File: config.mk
export PLATFORM = sky130hd
export DESIGN_NAME = tdm_demux4
export DESIGN_NICKNAME = d
export VERILOG_FILES = /design/src/rtl/tdm_demux4.sv
export SDC_FILE = /design/constraint.sdc
export NUM_CORES = 1
export LEC_CHECK = 0
export CAP_MARGIN = 10
export CORE_UTILIZATION = 47
export CTS_CLUSTER_SIZE = 20
export DETAILED_ROUTE_END_ITERATION = 16
export GPL_TIMING_DRIVEN = 0
export PLACE_DENSITY = 0.91
export SLEW_MARGIN = 10
export SYNTH_ARGS = -nofsm -noshare
export SYNTH_HDL_FRONTEND = slang
export SYNTH_SLANG_ARGS = --single-unit
File: constraint.sdc
create_clock -name clk -period 3.7 [get_ports clk]
set_clock_uncertainty 0.15 [all_clocks]
set_input_delay 0.74 -clock clk [delete_from_list [all_inputs] [get_ports clk]]
set_output_delay 0.74 -clock clk [all_outputs]
set_load 0.01 [all_outputs]
File: src/rtl/tdm_demux4.sv
// Four-channel TDM demultiplexer: a sof-marked frame of four valid samples is
// spread onto y0..y3, with per-channel update strobes and frame status pulses.
module tdm_demux4 #(
  parameter int WIDTH = 8
) (
  input  logic             clk,
  input  logic             rst_n,
  input  logic [WIDTH-1:0] din,
  input  logic             din_valid,
  input  logic             sof,
  output logic [WIDTH-1:0] y0,
  output logic [WIDTH-1:0] y1,
  output logic [WIDTH-1:0] y2,
  output logic [WIDTH-1:0] y3,
  output logic [3:0]       y_valid,
  output logic             frame_done,
  output logic             frame_err,
  output logic             busy,
  output logic             dbg_state,
  output logic [1:0]       dbg_chan
);

  // Input handshake: din/sof are meaningful only when din_valid=1; there is no
  // back-pressure, every valid cycle is consumed (captured or discarded).

  typedef enum logic {
    S_IDLE = 1'b0,
    S_RUN  = 1'b1
  } state_e;

  state_e           state_q, state_d;
  logic [1:0]       chan_q, chan_d;

  logic             cap;
  logic [1:0]       cap_sel;
  logic             done_d;
  logic             err_d;
  logic [3:0]       y_valid_d;

  logic [WIDTH-1:0] y_q [4];
  logic [3:0]       y_valid_q;
  logic             frame_done_q;
  logic             frame_err_q;

  // State register
  always_ff @(posedge clk or negedge rst_n) begin
    if (!rst_n) begin
      state_q <= S_IDLE;
      chan_q  <= 2'd0;
    end else begin
      state_q <= state_d;
      chan_q  <= chan_d;
    end
  end

  // Next-state logic
  always_comb begin
    state_d = state_q;
    chan_d  = chan_q;
    case (state_q)
      S_IDLE: begin
        if (din_valid && sof) begin
          state_d = S_RUN;
          chan_d  = 2'd1;
        end
      end
      S_RUN: begin
        if (din_valid) begin
          if (sof) begin
            chan_d = 2'd1;
          end else if (chan_q == 2'd3) begin
            state_d = S_IDLE;
            chan_d  = 2'd0;
          end else begin
            chan_d = chan_q + 2'd1;
          end
        end
      end
      default: begin
        state_d = S_IDLE;
        chan_d  = 2'd0;
      end
    endcase
  end

  // Output decode: which channel (if any) captures this cycle, and the pulses
  always_comb begin
    cap     = 1'b0;
    cap_sel = 2'd0;
    done_d  = 1'b0;
    err_d   = 1'b0;
    case (state_q)
      S_IDLE: begin
        if (din_valid && sof) begin
          cap     = 1'b1;
          cap_sel = 2'd0;
        end
      end
      S_RUN: begin
        if (din_valid) begin
          cap = 1'b1;
          if (sof) begin
            // A restart aborts the current frame; it never reports done.
            cap_sel = 2'd0;
            err_d   = 1'b1;
          end else begin
            cap_sel = chan_q;
            done_d  = (chan_q == 2'd3);
          end
        end
      end
      default: begin
        cap = 1'b0;
      end
    endcase
  end

  assign y_valid_d = cap ? (4'b0001 << cap_sel) : 4'b0000;

  // Registered outputs; only the selected channel register is written.
  always_ff @(posedge clk or negedge rst_n) begin
    if (!rst_n) begin
      for (int k = 0; k < 4; k++) begin
        y_q[k] <= '0;
      end
      y_valid_q    <= 4'b0000;
      frame_done_q <= 1'b0;
      frame_err_q  <= 1'b0;
    end else begin
      for (int k = 0; k < 4; k++) begin
        if (cap && (cap_sel == 2'(k))) begin
          y_q[k] <= din;
        end
      end
      y_valid_q    <= y_valid_d;
      frame_done_q <= done_d;
      frame_err_q  <= err_d;
    end
  end

  assign y0         = y_q[0];
  assign y1         = y_q[1];
  assign y2         = y_q[2];
  assign y3         = y_q[3];
  assign y_valid    = y_valid_q;
  assign frame_done = frame_done_q;
  assign frame_err  = frame_err_q;
  assign busy       = (state_q == S_RUN);
  assign dbg_state  = state_q;
  assign dbg_chan   = chan_q;

endmodule

-- Word level (Yosys, flattened, before mapping)
Cells that the tools add are included.
- register bits after elaboration: 41
- output and inout port bits: 42
- input port bits: 12
- reduce and logical (&&, ||, !) cells: 7
- add/sub/neg operators: 1
- bitwise logic cells: 1
- shift-type cells: 1
- mux-type cells: 22
- equality and inequality tests: 6
- operators by type and width (operator ; number):
    2-to-1 mux 2 bit ; 6
    2-to-1 mux 1 bit ; 11
    one-hot mux 2 bit (2 select lines) ; 2
    equality test 2 bit (second input constant) ; 3
    logical AND 1 bit ; 5
    2-to-1 mux 4 bit ; 1
    inequality test 2 bit (second input constant) ; 2
    one-hot mux 1 bit (2 select lines) ; 2
    << shifter 1 x 2 -> 4 bit (first input constant) ; 1
    adder 2 x 1 -> 2 bit (second input constant) ; 1
    equality test 2 x 1 -> 1 bit (second input constant) ; 1
    logical NOT 2 bit ; 1
    AND reduction 2 bit ; 1
    inverter 1 bit ; 1

-- Depth between registers and ports, before layout
- depth after elaboration: 5
- depth in mapped cells: 5
- mapped depth without buffers: 4

-- Worst setup path after synthesis
Ideal clock, no wire load.
- kind: in2reg
- from: in sof
- to: reg y_q, in the netlist y1[0]
- arrival time: 1.786 ns
- stages: 5
- library setup time: 0.125 ns
- data required time: 3.425 ns
- path buffers: 2
- path slack: 1.639 ns
- path through: buf_4 -> and3b_1 -> and3_1 -> buf_2 -> mux2_2
- longest elaborated chain between the ends: 5
- elaborated cells on any way between the ends: 8
- ends and longest elaborated chain (element ; RTL line ; text):
    from (decl) ; 10 ; input logic sof,
    2-to-1 mux 2 bit ; 102 ; if (sof) begin
    2-to-1 mux 2 bit ; 100 ; if (din_valid) begin
    one-hot mux 2 bit (2 select lines) ; 92 ; case (state_q)
    equality test 2 x 1 -> 1 bit ; 131 ; if (cap && (cap_sel == 2'(k))) begin
    logical AND 1 bit (*) ; 131 ;
    to (signal, indexed assignment) ; 132 ; y_q[k] <= din;
    to (decl) ; 40 ; logic [WIDTH-1:0] y_q [4];
Every way passes the cells marked *; elsewhere a longest branch is shown, timed or not.
A chain may end at the register's enable or synchronous reset.

-- Worst setup path in the final report
- from: reg state_q, in the netlist busy
- to: out dbg_state
- RTL lines (element ; RTL line ; text):
    from (decl) ; 31 ; state_e state_q, state_d;
    from (signal assigned) ; 51 ; state_q <= state_d;
    to (decl) ; 19 ; output logic dbg_state,
No word-level cell between the ends.

==> impl.org <==
** Logic synthesis
- Yosys reg bits :: slightly above 40
- Counting flops with a built-in enable in the synthesized netlist gives 0.
- The number of nets in the synthesized netlist is about 110.
- Post-synthesis cell type with the largest combined area :: dfrtp_1
- Mean cell area of the mapped netlist :: 15.8 sq um
- Top-count cell post-synth :: dfrtp_1
- Leading post-synthesis cells by instance count :: 41 x dfrtp_1, 30 x mux2_2, 4 x nand2_1
- Cell types with the largest area share after synthesis :: dfrtp_1 66%, mux2_2 22%, mux2_1 1.4%
- Of all flip-flops after synthesis, the portion carrying an async set or reset was 100%.
- Post-synthesis cell type count :: 20
- Syn Std Cell Area :: about 1600 sq um
- For this run, the number of Yosys warnings is 0.
- The synthesized design devotes to its leading area cell type between 60% and 70% of total area.
- The most used flip-flop cell after synthesis is dfrtp_1.
- Cell count after synthesis :: 99
- For this run, the register share of the synthesized area comes to 65.5%.

** Global routing
- The initial antenna violation count was 0.
- After global routing the overflow that remains totals 0.
- Total track usage :: 21.3%
- Vias in the first global route :: 1,026
- Entering global routing, the biggest net connects 36 pins.
- First-pass GRT wire length :: 5.21 mm

** Final layout
- At the end of the flow, the number of nets in the layout was approximately 170.
- Fraction of final layout cells with drive strength greater than 1 :: between 20 and 30%
- Count of fill cells added during filler insertion :: 230
- The number of antenna diodes in the final layout is 0.
- Area growth from synthesis to layout :: 42.5%
- Measured on the finished design, the core utilization comes to 71.9%.

** Clock network
- Clock tree synthesis inserted a total of 5 buffers.
- The clock tree synthesis step divided the H-tree into 2 levels.
- After clock tree synthesis, the clock-pin slew on the worst setup and hold paths is about 0.11 ns.
- Number of hold buffers added after cts :: 0
- Source-to-sink clock delay at the later pin of the worst-skew pair :: roughly 0.34 ns
- In this run the deepest clock path goes through 2 buffers.
- Clock tree from TritonCTS :: done
- Counting every sink on the clock net gives 41.
- Post-CTS Resized :: 0
- Cell at the root of the clock tree :: clkbuf_4
- The number of setup buffers added after CTS is 0.

** STA
- Once routing completed, OpenROAD measured the worst setup slack at approximately 1.3 ns.
- The final hold violation count is 0.
- Post-layout min period :: between 2 and 2.5 ns
- Setup repair after global routing missed its margin :: no
- Slew Viols, Final :: 0
- Achievable Freq :: ~410 MHz
- For the pin with the worst max-slew slack, the measured transition is approximately 0.76 ns.
- Total negative slack :: 0 ns
- Setup-violating endpoint count in the final report :: 0
- In the finished design, the share of the clock period the worst path needs comes to 65.5%.
- Tightest slew margin relative to the limit :: between 40% and 50%

** Hold path
- In this run the worst hold path is classified as in2async.

** Floorplan
- Core region area :: between 3000 and 4000 sq um
- The die is roughly 60 um tall.
- Initial core utilization :: about half
- Die Footprint :: approximately 3600 sq um
- Measured along the x axis, the die boundary spans 59.7 um.
- Row generation in the floorplan step produced 20 rows.
- For this design the top-level I/O count stands at 54.

** Routing
- Routed len/inst :: approximately 16 um
- Vias/cell :: ~5
- The first detailed-routing pass ran for 4 iterations.
- The final route contains roughly 1,000 vias.
- DRC violations left :: 0
- Routed wire length :: approximately 3.3 mm
- For this block, the initial DRC count from the detailed router was 13.
- Detail Route Antenna Nets :: 0

** Setup path
- Highest fanout seen on the critical path :: 10
- The setup path with the least slack is of type reg2out.
- Required time of the critical path :: 2.81 ns
- CP endpoint kind :: primary output
- The worst setup path is launched from a flop.
- Data arrival, critical path :: 1.53 ns

** Power and ir drop
- PwrDens :: 800 nW/um^2
- Worst-case vdd ir drop :: 0.000372 V
- Static Leak :: around 1 nW

** Place
- The count of buffers added on input and output ports is 51.
- Once detailed placement completed, the half-perimeter wirelength came to roughly 2.4 mm.
- Final Wtd Congestion :: 0.708
- Timing analysis after detailed placement gives a worst setup slack of 1.42 ns.

** Run status
- Status :: finished, final reports clean

** Job
- Max-cap viol count :: 0
state kept, by name (all words and copies together) (netlist names):
register and flops:
y3 8, frame_done 1, y2 8, frame_err 1, y1 8, dbg_chan 2, busy 1, y0 8
y_valid 4
critical path: stages (launching register included):
cell and delay, ns:
dfrtp_1 0.51, buf_4 0.16, clkdlybuf4s50_1 0.52
per-layer routing:
layer | vias up | part of all wire (%) | GRT usage [%]
li1 | 466 | - | -
met1 | 521 | 41 | 24.5
met2 | 46 | 52 | 36.0
met3 | 5 | 5.5 | 6.28
met4 | 0 | 2.2 | 11.0
met5 | - | 0 | 0
cell families (layout without fill, tap and decap cells):
| family | count (synthesis) | after routing | synth area share [%] |
|---|---|---|---|
| multiplexers | 32 | 32 | 23.0 |
| AND/OR/NAND/NOR | 13 | 13 | 5.99 |
| AO/OA/AOI/OAI | 5 | 5 | 2.32 |
| buffers and inverters | 7 | 67 | 2.32 |
| adder cells (fa/ha/maj) | 1 | 1 | 0.799 |
| flip-flops | 41 | 41 | 65.5 |
placed cells by master, fill, tap and decap left out:
| master | Yosys | final |
|---|---|---|
| clkbuf_8 | 0 | 1 |
| nand3_1 | 1 | 1 |
| bufinv_16 | 0 | 1 |
| mux2_1 | 2 | 2 |
| inv_1 | 3 | 3 |
| buf_4 | 2 | 2 |
| clkdlybuf4s50_1 | 0 | 50 |
| and2_1 | 1 | 1 |
| and3b_1 | 1 | 1 |
| nor3b_1 | 2 | 2 |
| o21a_1 | 1 | 1 |
| a22o_1 | 1 | 1 |
| o21ai_2 | 1 | 1 |
| buf_12 | 0 | 1 |
| o22ai_1 | 1 | 1 |
| nand2_1 | 4 | 4 |
| o21ai_0 | 1 | 1 |
| ha_1 | 1 | 1 |
| nor4_4 | 1 | 1 |
| and3_1 | 2 | 2 |
| clkbuf_1 | 0 | 1 |
| nand3_2 | 1 | 1 |
| dfrtp_1 | 41 | 41 |
| clkbuf_4 | 0 | 5 |
| buf_2 | 2 | 3 |
| mux2_2 | 30 | 30 |
worst paths after layout:
| check | slack (ns) | cells after the start | endpoint | start |
|---|---|---|---|---|
| hold / removal | 0.08 | 1 | y0[0] | rst_n |
| hold reg to reg | 0.35 | 1 | y2[6] | y2[6] |
| min in group clk | 0.35 | 1 | y2[6] | y2[6] |
| max in group asynchronous | 2.89 | 2 | y0[4] | rst_n |
| setup / recovery | 1.28 | 2 | dbg_state | busy |
| setup reg to reg | 1.77 | 3 | y2[4] | dbg_chan[1] |
stage by stage:
| step | std cells | power (mW) | hold slack (ns) | cell area, sq um |
|---|---|---|---|---|
| 6_report | 203 | 1.79 | 0.0769 | 2230 |
| 5_1_grt | 203 | 1.89 | 0.0541 | 2230 |
| 4_1_cts | 203 | 1.80 | 0.0652 | 2230 |
| 3_5_place_dp | 195 | 1.50 | 0.333 | 2150 |
| 3_3_place_gp | 194 | 1.45 | 0.317 | 2130 |
| 2_1_floorplan | 99 | 1.05 | 0.294 | 1570 |
layout make-up:
| type | instances | area, sq um | share of cell area, % |
|---|---|---|---|
| clock inverter | 1 | 30.0 | 1.35 |
| sequential | 41 | 1030 | 46.0 |
| timing repair buffer | 52 | 526 | 23.6 |
| buffer | 4 | 25.0 | 1.12 |
| multi-input combinational | 51 | 503 | 22.5 |
| clock buffer | 7 | 55.1 | 2.47 |
| inverter | 3 | 11.3 | 0.505 |
| tap | 44 | 55.1 | 2.47 |
where the power goes:
| group | internal, mW | switching (mW) | leakage [nW] |
|---|---|---|---|
| clock | 0.161 | 0.137 | 0.0455 |
| sequential | 0.623 | 0.115 | 0.502 |
| combinational | 0.472 | 0.276 | 0.438 |
| total | 1.26 | 0.529 | 0.986 |
Power figures use the tool's default switching activity.
